===== src/rtl/rle_index_tracker_pkg.sv =====
// Shared types and constants for the run-length index tracker and its seek-side helpers.
package rle_index_tracker_pkg;

   localparam int unsigned DEF_SAMPLE_W = 16;
   localparam int unsigned DEF_INDEX_W  = 60;

   // Escape/continuation word: all-ones at the stream word width.
   localparam logic [DEF_SAMPLE_W-1:0] ESCAPE_WORD = '1;

   typedef enum logic [1:0] {
      ST_HEAD  = 2'b00,
      ST_LIT   = 2'b01,
      ST_COUNT = 2'b10
   } state_t;

   // The unused encoding 2'b11 falls back to HEAD.
   function automatic state_t decode_state(input logic [1:0] raw);
      case (raw)
         2'b01:   return ST_LIT;
         2'b10:   return ST_COUNT;
         default: return ST_HEAD;
      endcase
   endfunction

endpackage


===== src/rtl/rle_index_tracker_if.sv =====
// Stream-in / status-out bundle between the capture reader and the index tracker.
// Optional statistics signals are present only with RLE_INDEX_TRACKER_STATS_EN.
interface rle_index_tracker_if #(
   parameter int unsigned SAMPLE_W = rle_index_tracker_pkg::DEF_SAMPLE_W,
   parameter int unsigned INDEX_W  = rle_index_tracker_pkg::DEF_INDEX_W
) ();

   logic [SAMPLE_W-1:0] sample;
   logic                sample_strobe;
   logic [INDEX_W-1:0]  target;
   logic [INDEX_W-1:0]  index;
   logic [SAMPLE_W-1:0] value;
   logic                in_run;
   logic                run_done;
   logic [INDEX_W-1:0]  run_len;
   logic                hit;
   logic                overflow;
`ifdef RLE_INDEX_TRACKER_STATS_EN
   logic [31:0]         run_count;
   logic [INDEX_W-1:0]  max_run;
`endif

   modport master (
      output sample, sample_strobe, target,
      input  index, value, in_run, run_done, run_len, hit, overflow
`ifdef RLE_INDEX_TRACKER_STATS_EN
      , input run_count, max_run
`endif
   );

   modport slave (
      input  sample, sample_strobe, target,
      output index, value, in_run, run_done, run_len, hit, overflow
`ifdef RLE_INDEX_TRACKER_STATS_EN
      , output run_count, max_run
`endif
   );

endinterface


===== src/rtl/rle_index_target_cmp.sv =====
// Index adder with target-crossing detect and sticky wrap flag; shared with the seek logic.
module rle_index_target_cmp #(
   parameter int unsigned INDEX_W = 60
) (
   input  logic               clk,
   input  logic               rst,
   input  logic               en,
   input  logic [INDEX_W-1:0] old_index,
   input  logic [INDEX_W-1:0] inc,
   input  logic [INDEX_W-1:0] target,
   output logic [INDEX_W-1:0] new_index_c,
   output logic               hit,
   output logic               overflow
);

   localparam int unsigned SUM_W = INDEX_W + 1;

   logic [SUM_W-1:0] sum_c;
   logic [SUM_W-1:0] target_x_c;
   logic             hit_c;

   // Compare on the carry-extended sum so a wrapping add still sees targets above old_index.
   assign sum_c       = SUM_W'(old_index) + SUM_W'(inc);
   assign target_x_c  = SUM_W'(target);
   assign hit_c       = (SUM_W'(old_index) < target_x_c) && (target_x_c <= sum_c);
   assign new_index_c = sum_c[INDEX_W-1:0];

   always_ff @(posedge clk) begin
      if (rst) begin
         hit      <= 1'b0;
         overflow <= 1'b0;
      end else if (en) begin
         hit      <= hit_c;
         overflow <= overflow | sum_c[INDEX_W];
      end else begin
         hit      <= 1'b0;
      end
   end

endmodule


===== src/rtl/rle_index_tracker.sv =====
// Run-length stream decoder tracking absolute sample index, run events and target hits.
// Define RLE_INDEX_TRACKER_STATS_EN to add run_count / max_run statistics.
module rle_index_tracker #(
   parameter int unsigned SAMPLE_W = rle_index_tracker_pkg::DEF_SAMPLE_W,
   parameter int unsigned INDEX_W  = rle_index_tracker_pkg::DEF_INDEX_W
) (
   input logic                clk,
   input logic                rst,
   rle_index_tracker_if.slave bus
);

   import rle_index_tracker_pkg::*;

   localparam int unsigned          ACC_W  = INDEX_W + 1;
   localparam logic [SAMPLE_W-1:0] ESCAPE = '1;

   state_t              state_q, state_n;
   logic [SAMPLE_W-1:0] last_q;
   logic [SAMPLE_W-1:0] value_q, value_n;
   logic [INDEX_W-1:0]  index_q;
   logic [INDEX_W-1:0]  acc_q, acc_n;
   logic [INDEX_W-1:0]  run_len_q, run_len_n;
   logic                run_done_q, run_done_n;
   logic                in_run_q;
   logic                hit_q;
   logic                overflow_q;
   logic [INDEX_W-1:0]  inc_c;
   logic [INDEX_W-1:0]  new_index_c;
   logic [ACC_W-1:0]    acc_sum_c;

   assign acc_sum_c = ACC_W'(acc_q) + ACC_W'(bus.sample);

   // Next-state and next-output decode for the current word.
   always_comb begin
      state_n    = state_q;
      value_n    = value_q;
      acc_n      = acc_q;
      run_len_n  = run_len_q;
      run_done_n = 1'b0;
      inc_c      = '0;
      case (decode_state(state_q))
         ST_LIT: begin
            inc_c   = INDEX_W'(1);
            value_n = bus.sample;
            acc_n   = INDEX_W'(2);
            state_n = (bus.sample == last_q) ? ST_COUNT : ST_LIT;
         end
         ST_COUNT: begin
            inc_c = INDEX_W'(bus.sample);
            acc_n = acc_sum_c[INDEX_W] ? '1 : acc_sum_c[INDEX_W-1:0];
            if (bus.sample != ESCAPE) begin
               state_n    = ST_HEAD;
               run_done_n = 1'b1;
               run_len_n  = acc_n;
            end
         end
         default: begin
            inc_c   = INDEX_W'(1);
            value_n = bus.sample;
            state_n = ST_LIT;
         end
      endcase
   end

   always_ff @(posedge clk) begin
      if (rst) begin
         state_q    <= ST_HEAD;
         last_q     <= '0;
         value_q    <= '0;
         index_q    <= '0;
         acc_q      <= '0;
         run_len_q  <= '0;
         run_done_q <= 1'b0;
         in_run_q   <= 1'b0;
      end else if (bus.sample_strobe) begin
         state_q    <= state_n;
         last_q     <= bus.sample;
         value_q    <= value_n;
         index_q    <= new_index_c;
         acc_q      <= acc_n;
         run_len_q  <= run_len_n;
         run_done_q <= run_done_n;
         in_run_q   <= (state_n == ST_COUNT);
      end else begin
         run_done_q <= 1'b0;
      end
   end

   rle_index_target_cmp #(.INDEX_W(INDEX_W)) u_cmp (
      .clk         (clk),
      .rst         (rst),
      .en          (bus.sample_strobe),
      .old_index   (index_q),
      .inc         (inc_c),
      .target      (bus.target),
      .new_index_c (new_index_c),
      .hit         (hit_q),
      .overflow    (overflow_q)
   );

   assign bus.index    = index_q;
   assign bus.value    = value_q;
   assign bus.in_run   = in_run_q;
   assign bus.run_done = run_done_q;
   assign bus.run_len  = run_len_q;
   assign bus.hit      = hit_q;
   assign bus.overflow = overflow_q;

`ifdef RLE_INDEX_TRACKER_STATS_EN
   logic [31:0]        run_count_q;
   logic [INDEX_W-1:0] max_run_q;

   // Statistics follow run_done: saturating run counter and longest run.
   always_ff @(posedge clk) begin
      if (rst) begin
         run_count_q <= '0;
         max_run_q   <= '0;
      end else if (bus.sample_strobe && run_done_n) begin
         if (run_count_q != '1) run_count_q <= run_count_q + 32'd1;
         if (acc_n > max_run_q) max_run_q <= acc_n;
      end
   end

   assign bus.run_count = run_count_q;
   assign bus.max_run   = max_run_q;
`endif

endmodule


===== src/flat_wrapper.sv =====
// flat-port wrapper written by rule: the top's interface ports become plain ports
module rle_index_tracker_flat import rle_index_tracker_pkg::*;
#(
   parameter int unsigned SAMPLE_W = rle_index_tracker_pkg::DEF_SAMPLE_W,
   parameter int unsigned INDEX_W  = rle_index_tracker_pkg::DEF_INDEX_W
)
  (clk, rst, bus_sample, bus_sample_strobe, bus_target, bus_index, bus_value, bus_in_run, bus_run_done, bus_run_len, bus_hit, bus_overflow);
  rle_index_tracker_if #(.SAMPLE_W(SAMPLE_W), .INDEX_W(INDEX_W)) bus_i ();
  input logic clk;
  input logic rst;
  input wire logic [$bits(bus_i.sample)-1:0] bus_sample;
  input wire logic [$bits(bus_i.sample_strobe)-1:0] bus_sample_strobe;
  input wire logic [$bits(bus_i.target)-1:0] bus_target;
  output wire logic [$bits(bus_i.index)-1:0] bus_index;
  output wire logic [$bits(bus_i.value)-1:0] bus_value;
  output wire logic [$bits(bus_i.in_run)-1:0] bus_in_run;
  output wire logic [$bits(bus_i.run_done)-1:0] bus_run_done;
  output wire logic [$bits(bus_i.run_len)-1:0] bus_run_len;
  output wire logic [$bits(bus_i.hit)-1:0] bus_hit;
  output wire logic [$bits(bus_i.overflow)-1:0] bus_overflow;
  assign bus_i.sample = bus_sample;
  assign bus_i.sample_strobe = bus_sample_strobe;
  assign bus_i.target = bus_target;
  assign bus_index = bus_i.index;
  assign bus_value = bus_i.value;
  assign bus_in_run = bus_i.in_run;
  assign bus_run_done = bus_i.run_done;
  assign bus_run_len = bus_i.run_len;
  assign bus_hit = bus_i.hit;
  assign bus_overflow = bus_i.overflow;
  rle_index_tracker #(.SAMPLE_W(SAMPLE_W), .INDEX_W(INDEX_W)) u_core (.clk(clk), .rst(rst), .bus(bus_i));
endmodule

===== config.mk =====
export PLATFORM = sky130hd
export DESIGN_NAME = rle_index_tracker_flat
export DESIGN_NICKNAME = d
export VERILOG_FILES = /design/src/rtl/rle_index_tracker_pkg.sv /design/src/rtl/rle_index_tracker_if.sv /design/src/rtl/rle_index_target_cmp.sv /design/src/rtl/rle_index_tracker.sv /design/src/flat_wrapper.sv
export SDC_FILE = /design/constraint.sdc
export NUM_CORES = 1
export LEC_CHECK = 0
export ABC_AREA = 1
export CORE_ASPECT_RATIO = 0.75
export CORE_UTILIZATION = 60
export CTS_BUF_LIST = sky130_fd_sc_hd__clkbuf_2
export CTS_CLUSTER_SIZE = 12
export DETAILED_ROUTE_END_ITERATION = 10
export PLACE_DENSITY = 0.86
export SKIP_LAST_GASP = 1
export SLEW_MARGIN = 40
export SYNTH_ARGS = -nofsm -noshare
export SYNTH_HDL_FRONTEND = slang
export SYNTH_SLANG_ARGS = --single-unit
export TNS_END_PERCENT = 30

===== constraint.sdc =====
create_clock -name clk -period 12.5 [get_ports clk]
set_clock_uncertainty 0.2 [all_clocks]
set_input_delay 3.75 -clock clk [delete_from_list [all_inputs] [get_ports clk]]
set_output_delay 3.75 -clock clk [all_outputs]
set_load 0.005 [all_outputs]

==> reports/qor.csv, run 1 <==
stage,metric,value,unit
status,status,completed,
floorplan,start_util,61.13,%
finish,final_common_cell,nand2_1,
floorplan,dieWidth,193.7,um
setup_path,critPathMaxFanout,8,
placement,gp_congestion,1.050,
setup_path,worstSetupEndpointType,flip-flop,
synth,syn_area,16540,um^2
timing,tightest_slew,0.7855,ns
setup_path,startpoint,bus_sample[0],
placement,place_ws,4.170,ns
global_routing,overflow,0,
clock_network,cts_setup_buffers,0,
floorplan,dieArea,28250,um^2
power,max-vdd-ir-drop,0.09978,mV
timing,slew_headroom,47.63,%
clock_network,cts_tree,built,
setup_path,cp.arrival,8.29,ns
timing,fin_crit,7.627,ns
floorplan,pin_count,219,
power,pwr_density_cell,79.30,nW/um^2
synth,ys_ff_latch,218,
timing,setup_viol,0,
routing,drc,0,
finish,final_cell_mix,"nand2_1, inv_1, nor2_1, dfxtp_1, clkdlybuf4s50_1",
routing,via_per_inst,5.952,
setup_path,r2r_cells,22,
power,total_power,1.541,mW
setup_path,path_class,input port to flip-flop,
floorplan,core_area,27070,um^2
routing,ant_nets,0,
synth,yosysSeqAreaShare,26.38,%
placement,port_buffers,218,
worst_hold_path,hold_end,u_core.bus.value[3]$_SDFFE_PP0P_,
clock_network,ctsRootBufferMaster,clkbuf_2,
floorplan,placementRows,52,
timing,timing.hold.ws,0.2788,ns
finish,areaGrowthSynthToFinish,17.45,%
synth,syn_inst,2609,
setup_path,cp-start-kind,input port,
clock_network,hold_buffers,0,
timing,final_hold_viol_count,0,
timing,grt_setup_unrepaired,false,
timing,tns,0,ns
synth,syn_nets,2843,
floorplan,die_h,145.8,um
clock_network,cts_resized,0,
synth,synth_top_area_cell,dfxtp_1,
global_routing,first_global_vias,17510,
finish,fin_util,71.80,%
synth,yosys.cell_types.count,46,
setup_path,r2r_end,u_core.u_cmp.hit$_SDFF_PP0_,
finish,drive_above_1_share,5.175,%
setup_path,worstReg2RegStart,u_core.state_q[0]$_SDFFE_PP0P_,
setup_path,reg2reg_slack,7.26,ns
finish,nets,3050,
timing,fin_ws,4.873,ns
power,p_leak,9.248,nW
timing,post-route-period-util,61.02,%
synth,synth_area_leaders,"dfxtp_1, nand2_1, ha_1",
setup_path,required,13.17,ns
worst_hold_path,hold_depth,2,
placement,hpwl,47140,um
routing,drt_first_pass_iters,7,
clock_network,cts_sinks,218,
global_routing,antenna_found_initial,1,
global_routing,grt_usage,42.58,%
routing,wl,61540,um
timing,drv_slew,0,
worst_hold_path,hold_path_class,flip-flop to flip-flop,
worst_hold_path,min_from,u_core.bus.value[3]$_SDFFE_PP0P_,
clock_network,numCtsBuffers,55,
job,max-cap-violations,0,
clock_network,worstSkewPairLatency,1.01,ns
synth,syn-mean-instance-area,6.341,um^2
routing,wl_per_cell,19.16,um
synth,ys_warn_count,0,
clock_network,cts_max_path_buffers,3,
global_routing,grt_max_degree,83,
finish,fillers,2264,
synth,synth_top_area_share,26.38,%
routing,vias,19120,
timing,fmax,131.1,MHz
clock_network,cts-htree-levels,2,
global_routing,grt_first_pass_wirelength,95170,um
clock_network,clk_pin_slew,0.13,ns
routing,dr.first_iter.drc_count,2357,
flip-flops by register name, indices dropped and copies added, names as in the netlist, 2 cells and up:
name / count
u_core.acc_q: 60
u_core.state_q: 2
u_core.bus.value: 16
u_core.last_q: 16
u_core.bus.index: 60
u_core.bus.run_len: 60
area by class of cell:
| type | count | area (um^2) | area share, % |
|---|---|---|---|
| diodes | 1 | 2.502 | 0.01288 |
| clock buffers | 77 | 385.4 | 1.983 |
| clock inverters | 24 | 101.3 | 0.5215 |
| inverters | 400 | 1506 | 7.752 |
| multi-input cells | 1914 | 10380 | 53.39 |
| flip-flops and latches | 218 | 4364 | 22.46 |
| well taps | 351 | 439.2 | 2.260 |
| repair buffers | 227 | 2258 | 11.62 |
synth_stat cells, drive strengths merged:
cell type,count
nand2,622
inv,400
nor2,298
dfxtp,218
a21oi,214
o21ai,169
nand3,156
ha,153
nand4,66
clkbuf,58
nor3,52
xor2,41
xnor2,30
o211ai,25
nor4,22
nand3b,21
buf,19
a211oi,7
or2,6
and2,5
o21a,5
a21boi,4
a21o,3
a31oi,2
and3,2
fa,2
o21bai,2
o31ai,2
or4,2
and3b,1
nor4b,1
or3,1
power breakdown:
part | switching [mW] | internal [mW] | total, mW
Clock | 0.340 | 0.171 | 0.511
Sequential | 0.0324 | 0.714 | 0.747
Combinational | 0.163 | 0.120 | 0.283
Total | 0.536 | 1.01 | 1.54
stage by stage:
stage | instance area (um^2) | cells
after CTS | 19410 | 3210
after global routing | 19430 | 3212
after detailed placement | 18920 | 3109
after floorplan | 16540 | 2609
after global placement | 18900 | 3109
final | 19430 | 3212
critical path, cell delays in order:
cell and delay, ns:
clkdlybuf4s50_1 0.57, inv_1 0.11, nand2_1 0.09, ha_1 0.25
fa_1 0.28, nand3_1 0.09, nand3_1 0.17, nand3_1 0.11
nand3_1 0.18, a21o_1 0.37, nand2_1 0.16, nor2_1 0.35
nand3_1 0.13, nand2_1 0.11, inv_1 0.05, ha_1 0.29
nand3_1 0.15, nor4_1 0.44, nand3_1 0.12, nor4_1 0.26
nand2_1 0.09, a21oi_1 0.15
metal layers:
layer | vias to the layer above | GRT usage, % | part of all wire [%]
li1 | 8942 | - | -
met2 | 1322 | 60.47 | 40
met4 | 0 | 13.12 | 3.0
met3 | 170 | 12.21 | 14
met1 | 8684 | 61.50 | 43
met5 | - | 0 | 0
how the worst max path moves through the flow:
stage | to | slack [ns] | depth (start not counted)
final | u_core.u_cmp.hit$_SDFF_PP0_ | 4.87 | 22
after global routing | u_core.u_cmp.hit$_SDFF_PP0_ | 4.66 | 22
after floorplan | u_core.u_cmp.hit$_SDFF_PP0_ | 5.54 | 19
after CTS | u_core.u_cmp.hit$_SDFF_PP0_ | 5.08 | 22
after global placement | u_core.u_cmp.hit$_SDFF_PP0_ | 4.32 | 20
after detailed placement | u_core.u_cmp.hit$_SDFF_PP0_ | 4.17 | 22
cells by family after synthesis:
kind of cell / synth area share (%)
AND/OR/NAND/NOR: 32.80
XOR/XNOR: 3.759
adder cells (fa/ha/maj): 11.81
buffers and inverters: 11.09
flip-flops: 26.38
AO/OA/AOI/OAI: 14.16
Power figures use the tool's default switching activity.
==> run 2: changes to the inputs <==
Settings changed: CORE_UTILIZATION 60 to 52, PLACE_DENSITY 0.86 to 0.79.
Clock period 12.5 ns to 6.9 ns, I/O delays scaled along.
==> reports/qor.csv, run 2 (synthesis gave the netlist of run 1 again) <==
stage,metric,value,unit
global_routing,first_global_vias,17010,
finish,areaGrowthSynthToFinish,18.92,%
finish,drive_above_1_share,5.696,%
finish,final_cell_mix,"nand2_1, inv_1, nor2_1, dfxtp_1, clkdlybuf4s50_1",
floorplan,die_h,156.5,um
clock_network,numCtsBuffers,56,
placement,port_buffers,218,
power,p_sw_share,34.33,%
timing,fin_crit,6.064,ns
routing,via_per_inst,5.717,
floorplan,dieArea,32540,um^2
finish,multi_input_area,10370,um^2
placement,place_ws,0.003829,ns
floorplan,dieWidth,208.0,um
setup_path,worstSetupEndpointType,flip-flop,
power,combPwrFrac,18.0,%
floorplan,start_util,52.94,%
floorplan,core_area,31250,um^2
power,p_seq_share,47.1,%
timing,drv_slew,0,
setup_path,r2r_cells,21,
timing,grt_setup_unrepaired,false,
finish,final_common_cell,nand2_1,
routing,drc,0,
setup_path,required,7.59,ns
setup_path,startpoint,bus_sample[0],
clock_network,cts-htree-levels,2,
worst_hold_path,hold_path_class,flip-flop to flip-flop,
timing,fmax,164.9,MHz
clock_network,cts_tree,built,
clock_network,worstSkewPairLatency,0.99,ns
routing,drt_first_pass_iters,8,
timing,setup_viol,0,
timing,post-route-period-util,87.88,%
global_routing,overflow,0,
routing,ant_nets,0,
routing,wl,63590,um
setup_path,worstReg2RegStart,u_core.state_q[0]$_SDFFE_PP0P_,
finish,regArea,4364,um^2
clock_network,cts_resized,0,
global_routing,antenna_found_initial,5,
finish,nets,3066,
global_routing,grt_first_pass_wirelength,96250,um
power,p_clk_share,35.0,%
setup_path,path_class,input port to flip-flop,
clock_network,cts_sinks,218,
clock_network,cts_max_path_buffers,3,
status,status,completed,
global_routing,grt_usage,38.04,%
timing,fin_ws,0.8360,ns
clock_network,hold_buffers,0,
timing,tns,0,ns
power,max-vdd-ir-drop,0.1382,mV
floorplan,pin_count,219,
floorplan,placementRows,56,
setup_path,crit_path_end,u_core.u_cmp.hit$_SDFF_PP0_,
power,pwr_density_cell,146.2,nW/um^2
routing,wl_per_cell,19.34,um
clock_network,ctsRootBufferMaster,clkbuf_2,
setup_path,critPathMaxFanout,8,
setup_path,cp.arrival,6.76,ns
clock_network,cts_setup_buffers,0,
clock_network,clk_pin_slew,0.13,ns
power,p_int,1.889,mW
worst_hold_path,hold_depth,2,
finish,fillers,2944,
routing,dr.first_iter.drc_count,2152,
global_routing,grt_max_degree,74,
power,p_leak,9.328,nW
timing,tightest_slew,0.9273,ns
setup_path,r2r_end,u_core.u_cmp.hit$_SDFF_PP0_,
setup_path,cp-start-kind,input port,
timing,slew_headroom,37.53,%
power,power.switching,0.9875,mW
placement,hpwl,49900,um
setup_path,reg2reg_slack,1.41,ns
timing,final_hold_viol_count,0,
placement,gp_congestion,0.9768,
job,max-cap-violations,0,
routing,vias,18800,
==> run 2: changes by cell type in the layout (fill, tap and decap cells not counted), moves of 2 or more <==
cell,change
buf_4,+17
bufinv_16,+2
clkbuf_2,-6
clkinv_1,+3
clkinv_2,+4
clkinvlp_4,+3
diode_2,+2
==> run 2: layout make-up <==
| cell class | count | area share, % |
|---|---|---|
| multi-input combinational | 1914 | 52.71 |
| sequential | 218 | 22.18 |
| timing repair buffer | 242 | 11.97 |
| inverter | 400 | 7.657 |
| tap | 406 | 2.582 |
| clock buffer | 71 | 1.806 |
| clock inverter | 34 | 1.056 |
| antenna | 3 | 0.03816 |
==> run 2: routing by layer <==
layer / part of all wire (%) / GRT usage (%) / up-vias
met5: 0.050 / 0 / -
met4: 2.9 / 12.38 / 6
met3: 12 / 10.42 / 154
met2: 39 / 53.36 / 1028
met1: 46 / 55.35 / 8648
li1: - / - / 8960
==> run 2: worst min-delay path by stage <==
stage,end,from
floorplan,u_core.acc_q[0]$_SDFFE_PP0P_,u_core.acc_q[0]$_SDFFE_PP0P_
global placement,u_core.bus.value[11]$_SDFFE_PP0P_,u_core.bus.value[11]$_SDFFE_PP0P_
detailed placement,u_core.bus.value[11]$_SDFFE_PP0P_,u_core.bus.value[11]$_SDFFE_PP0P_
CTS,u_core.bus.in_run$_SDFFE_PP0P_,u_core.bus.in_run$_SDFFE_PP0P_
global route,u_core.bus.in_run$_SDFFE_PP0P_,u_core.bus.in_run$_SDFFE_PP0P_
finish,u_core.bus.in_run$_SDFFE_PP0P_,u_core.bus.in_run$_SDFFE_PP0P_
==> run 2: critical path, cell delays in order <==
cell and delay [ns]:
clkdlybuf4s50_1 0.53, inv_1 0.14, nand2_1 0.06, ha_1 0.27, fa_1 0.44, nand3_1 0.11, nand3_1 0.15, nand3_1 0.11
nand3_1 0.15, a21o_1 0.35, nand4_1 0.18, xor2_1 0.28, ha_1 0.19, nand2_1 0.06, nor2_1 0.58, nand4_1 0.42
nor4_1 0.43, nand2_1 0.09, a21oi_1 0.15
==> run 2: stage by stage <==
stage / cells / cell area, um^2 / utilization, % / total power, mW / hold WS, ns
after floorplan: 2609 / 16540 / - / 1.636 / 0.2491
after global placement: 3180 / 19090 / 61.08 / 1.861 / 0.2550
after detailed placement: 3180 / 19100 / 61.11 / 1.882 / 0.2560
after CTS: 3285 / 19660 / 62.92 / 2.869 / 0.2767
after global routing: 3287 / 19670 / 62.95 / 2.991 / 0.2992
final: 3288 / 19680 / 62.96 / 2.877 / 0.2751
==> run 2: power groups by stage <==
| stage | Sequential (mW) | Clock [mW] | Combinational (mW) |
|---|---|---|---|
| after floorplan | 1.36 | 0 | 0.277 |
| after global placement | 1.38 | 0 | 0.482 |
| after detailed placement | 1.38 | 0 | 0.503 |
| after CTS | 1.35 | 1.01 | 0.507 |
| after global routing | 1.36 | 1.07 | 0.566 |
| final | 1.35 | 1.01 | 0.517 |
